**config.mk**
```make
export PLATFORM = sky130hd
export DESIGN_NAME = ledstrip_frame_arbiter
export DESIGN_NICKNAME = d
export VERILOG_FILES = /design/src/rtl/ledstrip_frame_arbiter.sv
export SDC_FILE = /design/constraint.sdc
export NUM_CORES = 1
export LEC_CHECK = 0
export BUFFER_PORTS_ARGS = -buffer_cell sky130_fd_sc_hd__buf_4
export CAP_MARGIN = 40
export CORE_MARGIN = 10
export CORE_UTILIZATION = 45
export CTS_BUF_LIST = sky130_fd_sc_hd__clkbuf_4
export DETAILED_ROUTE_END_ITERATION = 8
export PLACE_DENSITY = 0.78
export SYNTH_ARGS = -nofsm -noshare
export SYNTH_HDL_FRONTEND = slang
export SYNTH_SLANG_ARGS = --single-unit
```
**constraint.sdc**
```tcl
create_clock -name clk -period 2.25 [get_ports clk]
set_clock_uncertainty 0.05 [all_clocks]
set_input_delay 0.45 -clock clk [delete_from_list [all_inputs] [get_ports clk]]
set_output_delay 0.45 -clock clk [all_outputs]
set_load 0.02 [all_outputs]
```
**src/rtl/ledstrip_frame_arbiter.sv**
```systemverilog
// Round-robin frame arbiter in front of a single WS2812B serializer: grants one whole
// frame per source, feeds it pixel by pixel, then enforces an idle holdoff.
module ledstrip_frame_arbiter #(
    parameter int NUM_LEDS = 280,
    parameter int DATA_W   = 24,
    parameter int HOLDOFF  = 1024,
    parameter int IDX_W    = $clog2(NUM_LEDS)
) (
    input  logic              clk,
    input  logic              rst_n,
    input  logic [1:0]        req,
    output logic [1:0]        grant,
    output logic [IDX_W-1:0]  pix_index,
    input  logic [DATA_W-1:0] src0_data,
    input  logic              src0_valid,
    output logic              src0_ready,
    input  logic [DATA_W-1:0] src1_data,
    input  logic              src1_valid,
    output logic              src1_ready,
    output logic [DATA_W-1:0] led_data,
    output logic              led_valid,
    output logic              led_latch,
    input  logic              led_ready,
    output logic              frame_done,
    output logic              busy,
    output logic [2:0]        state_dbg
);

    // Handshakes: a source pixel moves when src*_valid && src*_ready are both high on a
    // rising edge; valid may not depend on ready. Toward the serializer, led_valid is
    // held with stable led_data until led_ready has been seen high and then low again
    // (the serializer has latched the pixel and started shifting).

    localparam int                CNT_W     = (HOLDOFF > 1) ? $clog2(HOLDOFF) : 1;
    localparam logic [IDX_W-1:0]  LAST_IDX  = IDX_W'(NUM_LEDS - 1);
    localparam logic [CNT_W-1:0]  HOLD_LOAD = CNT_W'(HOLDOFF - 1);

    typedef enum logic [2:0] {
        S_IDLE    = 3'd0,
        S_FETCH   = 3'd1,
        S_ISSUE   = 3'd2,
        S_STARTED = 3'd3,
        S_HOLDOFF = 3'd4
    } state_t;

    state_t             state, state_nxt;
    logic [1:0]         grant_nxt;
    logic               last_grant, last_grant_nxt;
    logic [IDX_W-1:0]   pix_index_nxt;
    logic [DATA_W-1:0]  led_data_nxt;
    logic               led_valid_nxt;
    logic               led_latch_nxt;
    logic               frame_done_nxt;
    logic [CNT_W-1:0]   cnt, cnt_nxt;
    logic               pick_src1;
    logic               src_valid_g;
    logic [DATA_W-1:0]  src_data_g;
    logic               is_last;

    assign src_valid_g = grant[1] ? src1_valid : (grant[0] & src0_valid);
    assign src_data_g  = grant[1] ? src1_data : src0_data;
    assign is_last     = (pix_index == LAST_IDX);
    // On a tie, the source that did not own the previous frame wins.
    assign pick_src1   = (req == 2'b10) || ((req == 2'b11) && !last_grant);

    assign src0_ready = (state == S_FETCH) && grant[0];
    assign src1_ready = (state == S_FETCH) && grant[1];
    assign busy       = (state != S_IDLE);
    assign state_dbg  = state;

    always_ff @(posedge clk or negedge rst_n) begin
        if (!rst_n) begin
            state      <= S_IDLE;
            grant      <= 2'b00;
            last_grant <= 1'b1;
            pix_index  <= '0;
            led_data   <= '0;
            led_valid  <= 1'b0;
            led_latch  <= 1'b0;
            frame_done <= 1'b0;
            cnt        <= '0;
        end else begin
            state      <= state_nxt;
            grant      <= grant_nxt;
            last_grant <= last_grant_nxt;
            pix_index  <= pix_index_nxt;
            led_data   <= led_data_nxt;
            led_valid  <= led_valid_nxt;
            led_latch  <= led_latch_nxt;
            frame_done <= frame_done_nxt;
            cnt        <= cnt_nxt;
        end
    end

    always_comb begin
        state_nxt      = state;
        grant_nxt      = grant;
        last_grant_nxt = last_grant;
        pix_index_nxt  = pix_index;
        led_data_nxt   = led_data;
        led_valid_nxt  = led_valid;
        led_latch_nxt  = led_latch;
        frame_done_nxt = 1'b0;
        cnt_nxt        = cnt;
        case (state)
            S_IDLE: begin
                if (req != 2'b00) begin
                    grant_nxt      = pick_src1 ? 2'b10 : 2'b01;
                    last_grant_nxt = pick_src1;
                    pix_index_nxt  = '0;
                    state_nxt      = S_FETCH;
                end
            end
            S_FETCH: begin
                if (src_valid_g) begin
                    led_data_nxt  = src_data_g;
                    led_valid_nxt = 1'b1;
                    led_latch_nxt = is_last;
                    state_nxt     = S_ISSUE;
                end
            end
            S_ISSUE: begin
                if (led_ready) state_nxt = S_STARTED;
            end
            S_STARTED: begin
                // Ready falling means the serializer has taken this pixel.
                if (!led_ready) begin
                    led_valid_nxt = 1'b0;
                    led_latch_nxt = 1'b0;
                    if (is_last) begin
                        frame_done_nxt = 1'b1;
                        grant_nxt      = 2'b00;
                        cnt_nxt        = HOLD_LOAD;
                        state_nxt      = S_HOLDOFF;
                    end else begin
                        pix_index_nxt = pix_index + IDX_W'(1);
                        state_nxt     = S_FETCH;
                    end
                end
            end
            S_HOLDOFF: begin
                if (cnt == '0) state_nxt = S_IDLE;
                else           cnt_nxt   = cnt - CNT_W'(1);
            end
            default: state_nxt = S_IDLE;
        endcase
    end

endmodule

```
After elaboration in Yosys (flattened, before gate mapping)
Cells that the tools add are included.

storage, ports and cells
  register bits = 52
  bits in latches = 0
  memory bits (writable) = 0
  memory bits (read-only) = 0
  input port bits = 55
  output and inout bits = 44
  word-level logic and storage cells = 76
  memories kept = 0

cells by class
  add/sub/neg operators = 2
  $mul = 0
  div/mod/pow operators = 0
  magnitude comparators = 0
  eq/ne operators = 15
  shift operators = 0
  mux-type cells = 30
  bitwise logic cells = 1
  reduce and logical (&&, ||, !) cells = 19

operators by type and width
  operator               count
  $mux 10                3
  $mux 9                 3
  $mux 24                1
  $pmux 10 s2            1
  $mux 3                 6
  $pmux 9 s2             1
  $ne 2x2->1 const B     8
  $pmux 3 s5             1
  $reduce_and 4->1       3
  $logic_not 10->1       1
  $sub 10x1->10 const B  1
  $add 9x1->9 const B    1
  $eq 9x9->1 const B     1
  $mux 2                 4
  $reduce_bool 2->1      4
  $mux 1                 7
  $eq 3x2->1 const B     2
  $reduce_and 5->1       1
  $eq 2x2->1 const B     2
  $pmux 1 s2             2
  $pmux 2 s2             1
  $reduce_and 2->1       2
  $eq 3x1->1 const B     1
  $eq 3x3->1 const B     1
  7 further kinds        9

Logic depth before layout (Yosys ltp)
  depth after elaboration = 6
  mapped depth = 7
  gate-level depth less buffers = 6

Worst setup path after synthesis
OpenSTA, ideal clock, no wires.

  path kind = reg-to-reg
  start point = register pix_index[3]
  end point = register cnt[7]
  library setup time = 0.079 ns
  arrival = 1.891 ns
  required time = 2.121 ns
  path slack = 0.230 ns
  cell stages (with the launch flop) = 7
  buffers on the path = 2
  period minus slack after synthesis = 2.020 ns
  cells stage by stage = dfrtp_1 buf_4 or4b_4 or3_1 buf_6 and2_4 mux2i_1

between the ends
  longest elaborated chain between the ends = 3

RTL lines
  item                               RTL line  text
  start: declaration                 13        output logic [IDX_W-1:0] pix_index,
  start signal: assignment           86        pix_index <= pix_index_nxt;
  $eq 9x9->1                         62        assign is_last = (pix_index == LAST_IDX);
  $ne 2x2->1 (no source line)        --
  $reduce_and 4->1 (no source line)  --
  end signal: assignment             91        cnt <= cnt_nxt;
  end: declaration                   54        logic [CNT_W-1:0] cnt, cnt_nxt;

Every way passes these cells.
A chain may end at the register's enable or synchronous reset.

Worst setup path after layout
  start point = register state[1], in the netlist state_dbg[1]
  end point = output busy

between the ends
  longest elaborated chain between the ends = 1

RTL lines
  item                      RTL line  text
  start: declaration        46        state_t state, state_nxt;
  start signal: assignment  83        state <= state_nxt;
  $reduce_bool 3->1         68        assign busy = (state != S_IDLE);
  end: declaration          25        output logic busy,

Every way passes these cells.

==> results.sh <==
export IMPL_numCtsBuffers=5
export IMPL_yosys_warnings=0
export IMPL_netlist_instances=265
export IMPL_synth_seq_area_share_pct=49.6
export IMPL_path_class="flop to output pin"
export IMPL_status="finished, final reports clean"
export IMPL_clockRootBuffer="clkbuf_4"
export IMPL_avgSynthCellArea_um2=9.91
export IMPL_vdd_drop_max_uv=554
export IMPL_die_area_um2=9290
export IMPL_portBuffers=98
export IMPL_vias=2346
export IMPL_grt_pass1_vias=2254
export IMPL_maxSlewHeadroom_pct=57.8
export IMPL_clock_sinks=52
export IMPL_rsz0062_at_grt="false"
export IMPL_path_cells="buf_4 > nor3_1 > buf_4 > inv_1 > buf_4"
export IMPL_yosys_cell_types_count=49
export IMPL_final_common_cell="buf_4"
export IMPL_multi_input_area_um2=1240
export IMPL_post_drt_wl_per_cell_um=16.6
export IMPL_wl_met1_um=2860
export IMPL_worst_setup_path_start_kind="flop"
export IMPL_start_util_pct=47.1
export IMPL_hold_buffers=0
export IMPL_clk_pin_slew_ns=0.14
export IMPL_post_cts_setup_buffer_count=0
export IMPL_required_ns=1.75
export IMPL_crit_path_end_kind="output pin"
export IMPL_nNetsFinal=419
export IMPL_overflow=0
export IMPL_boundaryPins=99
export IMPL_ff2ff_setup_slack_ns=0.16
export IMPL_drc_errors=0
export IMPL_finalSetupTns_ns=0
export IMPL_wl_met3_um=575
export IMPL_fillers=492
export IMPL_finalCritPeriodShare_pct=92.9
export IMPL_slowest_delay_ns=0.50
export IMPL_synth_edf_count=0
export IMPL_dp_cells=427
export IMPL_wl_met2_um=3690
export IMPL_hold_class="primary input to async pin"
export IMPL_power_density_nw_per_um2=1170
export IMPL_routabilityCongestion=0.841
export IMPL_num_rows=27
export IMPL_synth_fp_nets=322
export IMPL_finalWirelength_um=7240
export IMPL_max_slew_worst_pin_slew_ns=0.633
export IMPL_setup_viol=0
export IMPL_min_period_ns=2.09
export IMPL_cts_tree="built"
export IMPL_antenna_found_initial=0
export IMPL_finalHoldViolations=0
export IMPL_dieWidth_um=96.4
export IMPL_first_pass_iters=4
export IMPL_grt_pass1_wl_um=11400
export IMPL_path_common_cell="buf_4"
export IMPL_grt_usage_pct=15.2
export IMPL_synth_async_reset_ratio_pct=100
export IMPL_path_buf_inv=4
export IMPL_slew_viol_final=0
export IMPL_cp_top_family="buffers and inverters"
export IMPL_yosys_register_bits=52
export IMPL_drtAntennaViolNets=0
export IMPL_leakage_nw=1.61
export IMPL_drv_cap=0
export IMPL_area_growth_syn_to_layout_pct=34.1
export IMPL_grt_max_degree=53
export IMPL_synth_top_area_cell="dfrtp_1"
export IMPL_die_h_um=96.4
export IMPL_max_freq_mhz=478
export IMPL_worst_path_max_fanout=8
export IMPL_layout_common_cells="buf_4, dfrtp_1, a21oi_1, nor2_1, mux2i_1"
export IMPL_diodes=0
export IMPL_cp_slowest_cell="dfrtp_1"
export IMPL_synth_top_area_share_pct=48.6
export IMPL_via_per_inst=5.39
export IMPL_ys_flop_type="dfrtp_1"
export IMPL_layout_drive_gt1_share_pct=33.9
export IMPL_top_layer="met4"
export IMPL_dr_first_iter_drc_count=104
export IMPL_seqCellArea_um2=1300
export IMPL_core_area_um2=5570
export IMPL_synthesis_area_um2=2630
export IMPL_synth_area_leaders="dfrtp_1, mux2i_1, a21oi_1, nor2_1, nand2_1"
export IMPL_cts_path_max_buffers=2
export IMPL_clock_latency_ns=0.36
export IMPL_cp_arrival_ns=1.59
export IMPL_dp_hpwl_um=5590
export IMPL_htreeDepth=2
export IMPL_fin_cells=435
-- path summary, 6_finish.rpt --
path | from | endpoint | depth (start not counted)
max | state_dbg[1]$_DFFE_PN0P_ | busy | 5
min | rst_n | led_data[20]$_DFFE_PN0P_ | 1
max reg2reg | pix_index[6]$_DFFE_PN0P_ | cnt[0]$_DFFE_PN0P_ | 5
min reg2reg | led_valid$_DFFE_PN0P_ | led_valid$_DFFE_PN0P_ | 1
max in group asynchronous | rst_n | pix_index[0]$_DFFE_PN0P_ | 1
min in group clk | req[0] | last_grant$_DFFE_PN1P_ | 2
-- Yosys cell counts, types with 3 or more instances --
cell type   n
dfrtp_1    51
a21oi_1    35
nor2_1     28
mux2i_1    27
nand2_1    17
a31oi_1     9
nor3_1      8
clkbuf_1    7
nand3_1     7
o21ai_0     7
inv_1       5
nand3b_1    4
nor4_1      4
a21o_1      3
and2_1      3
nand2b_1    3
nor3b_1     3
or3b_2      3
-- where the power goes --
part | internal (mW) | total (mW) | switching, mW | leakage (nW)
clock network | 0.132 | 0.413 | 0.281 | 0.0293
logic | 0.973 | 2.22 | 1.25 | 0.980
registers | 1.25 | 1.48 | 0.236 | 0.602
total | 2.35 | 4.12 | 1.76 | 1.61
-- area by class of cell --
class,instances,share of cell area (%)
Sequential cell,52,37.0
Tap cell,72,2.56
Clock inverter,2,0.320
Clock buffer,6,1.28
Multi-Input combinational cell,193,35.3
Timing Repair Buffer,104,22.9
Inverter,6,0.675
-- timing repair --
action | 4_1_cts | 5_1_grt
gates resized for setup | 0 | 1
hold endpoints to repair | 0 | 0
setup endpoints to repair | 0 | 2
-- cells by family after synthesis --
family,share of synthesized area [%]
AO/OA/AOI/OAI,14.4
buffers and inverters,3.72
flip-flops,49.6
AND/OR/NAND/NOR,20.4
XOR/XNOR,0.667
adder cells (fa/ha/maj),0.953
multiplexers,10.3
-- worst register-to-register path: stages (launching register included) --
cell and delay [ns]:
dfrtp_1 0.50, or4b_4 0.57, or3_1 0.51, clkinv_2 0.17
nor3_1 0.07, a21oi_1 0.14
-- layer usage --
layer  GRT usage (%)  vias to the layer above
met5               0                        -
met4            4.24                        0
met3            4.78                        9
met2            25.4                       65
met1            18.5                     1116
li1                -                     1156
-- stage by stage --
step	utilization (%)	hold WS, ns	area, um^2	setup WS, ns	total power [mW]
floorplan	-	0.104	2630	0.230	2.79
global placement	62.0	0.416	3460	0.286	3.69
detailed placement	62.0	0.429	3460	0.205	3.75
global route	63.1	0.0566	3520	0.0232	4.42
finish	63.1	0.0352	3520	0.160	4.12
CTS	63.1	0.0570	3510	0.118	4.16
-- flip-flops by register name, summed over array words and instances (netlist names) --
| register | count |
|---|---|
| led_data | 24 |
| cnt | 10 |
| pix_index | 9 |
| state_dbg | 3 |
| grant | 2 |
| frame_done | 1 |
| last_grant | 1 |
| led_latch | 1 |
| led_valid | 1 |
No activity file was read; power rests on OpenSTA's default activity.
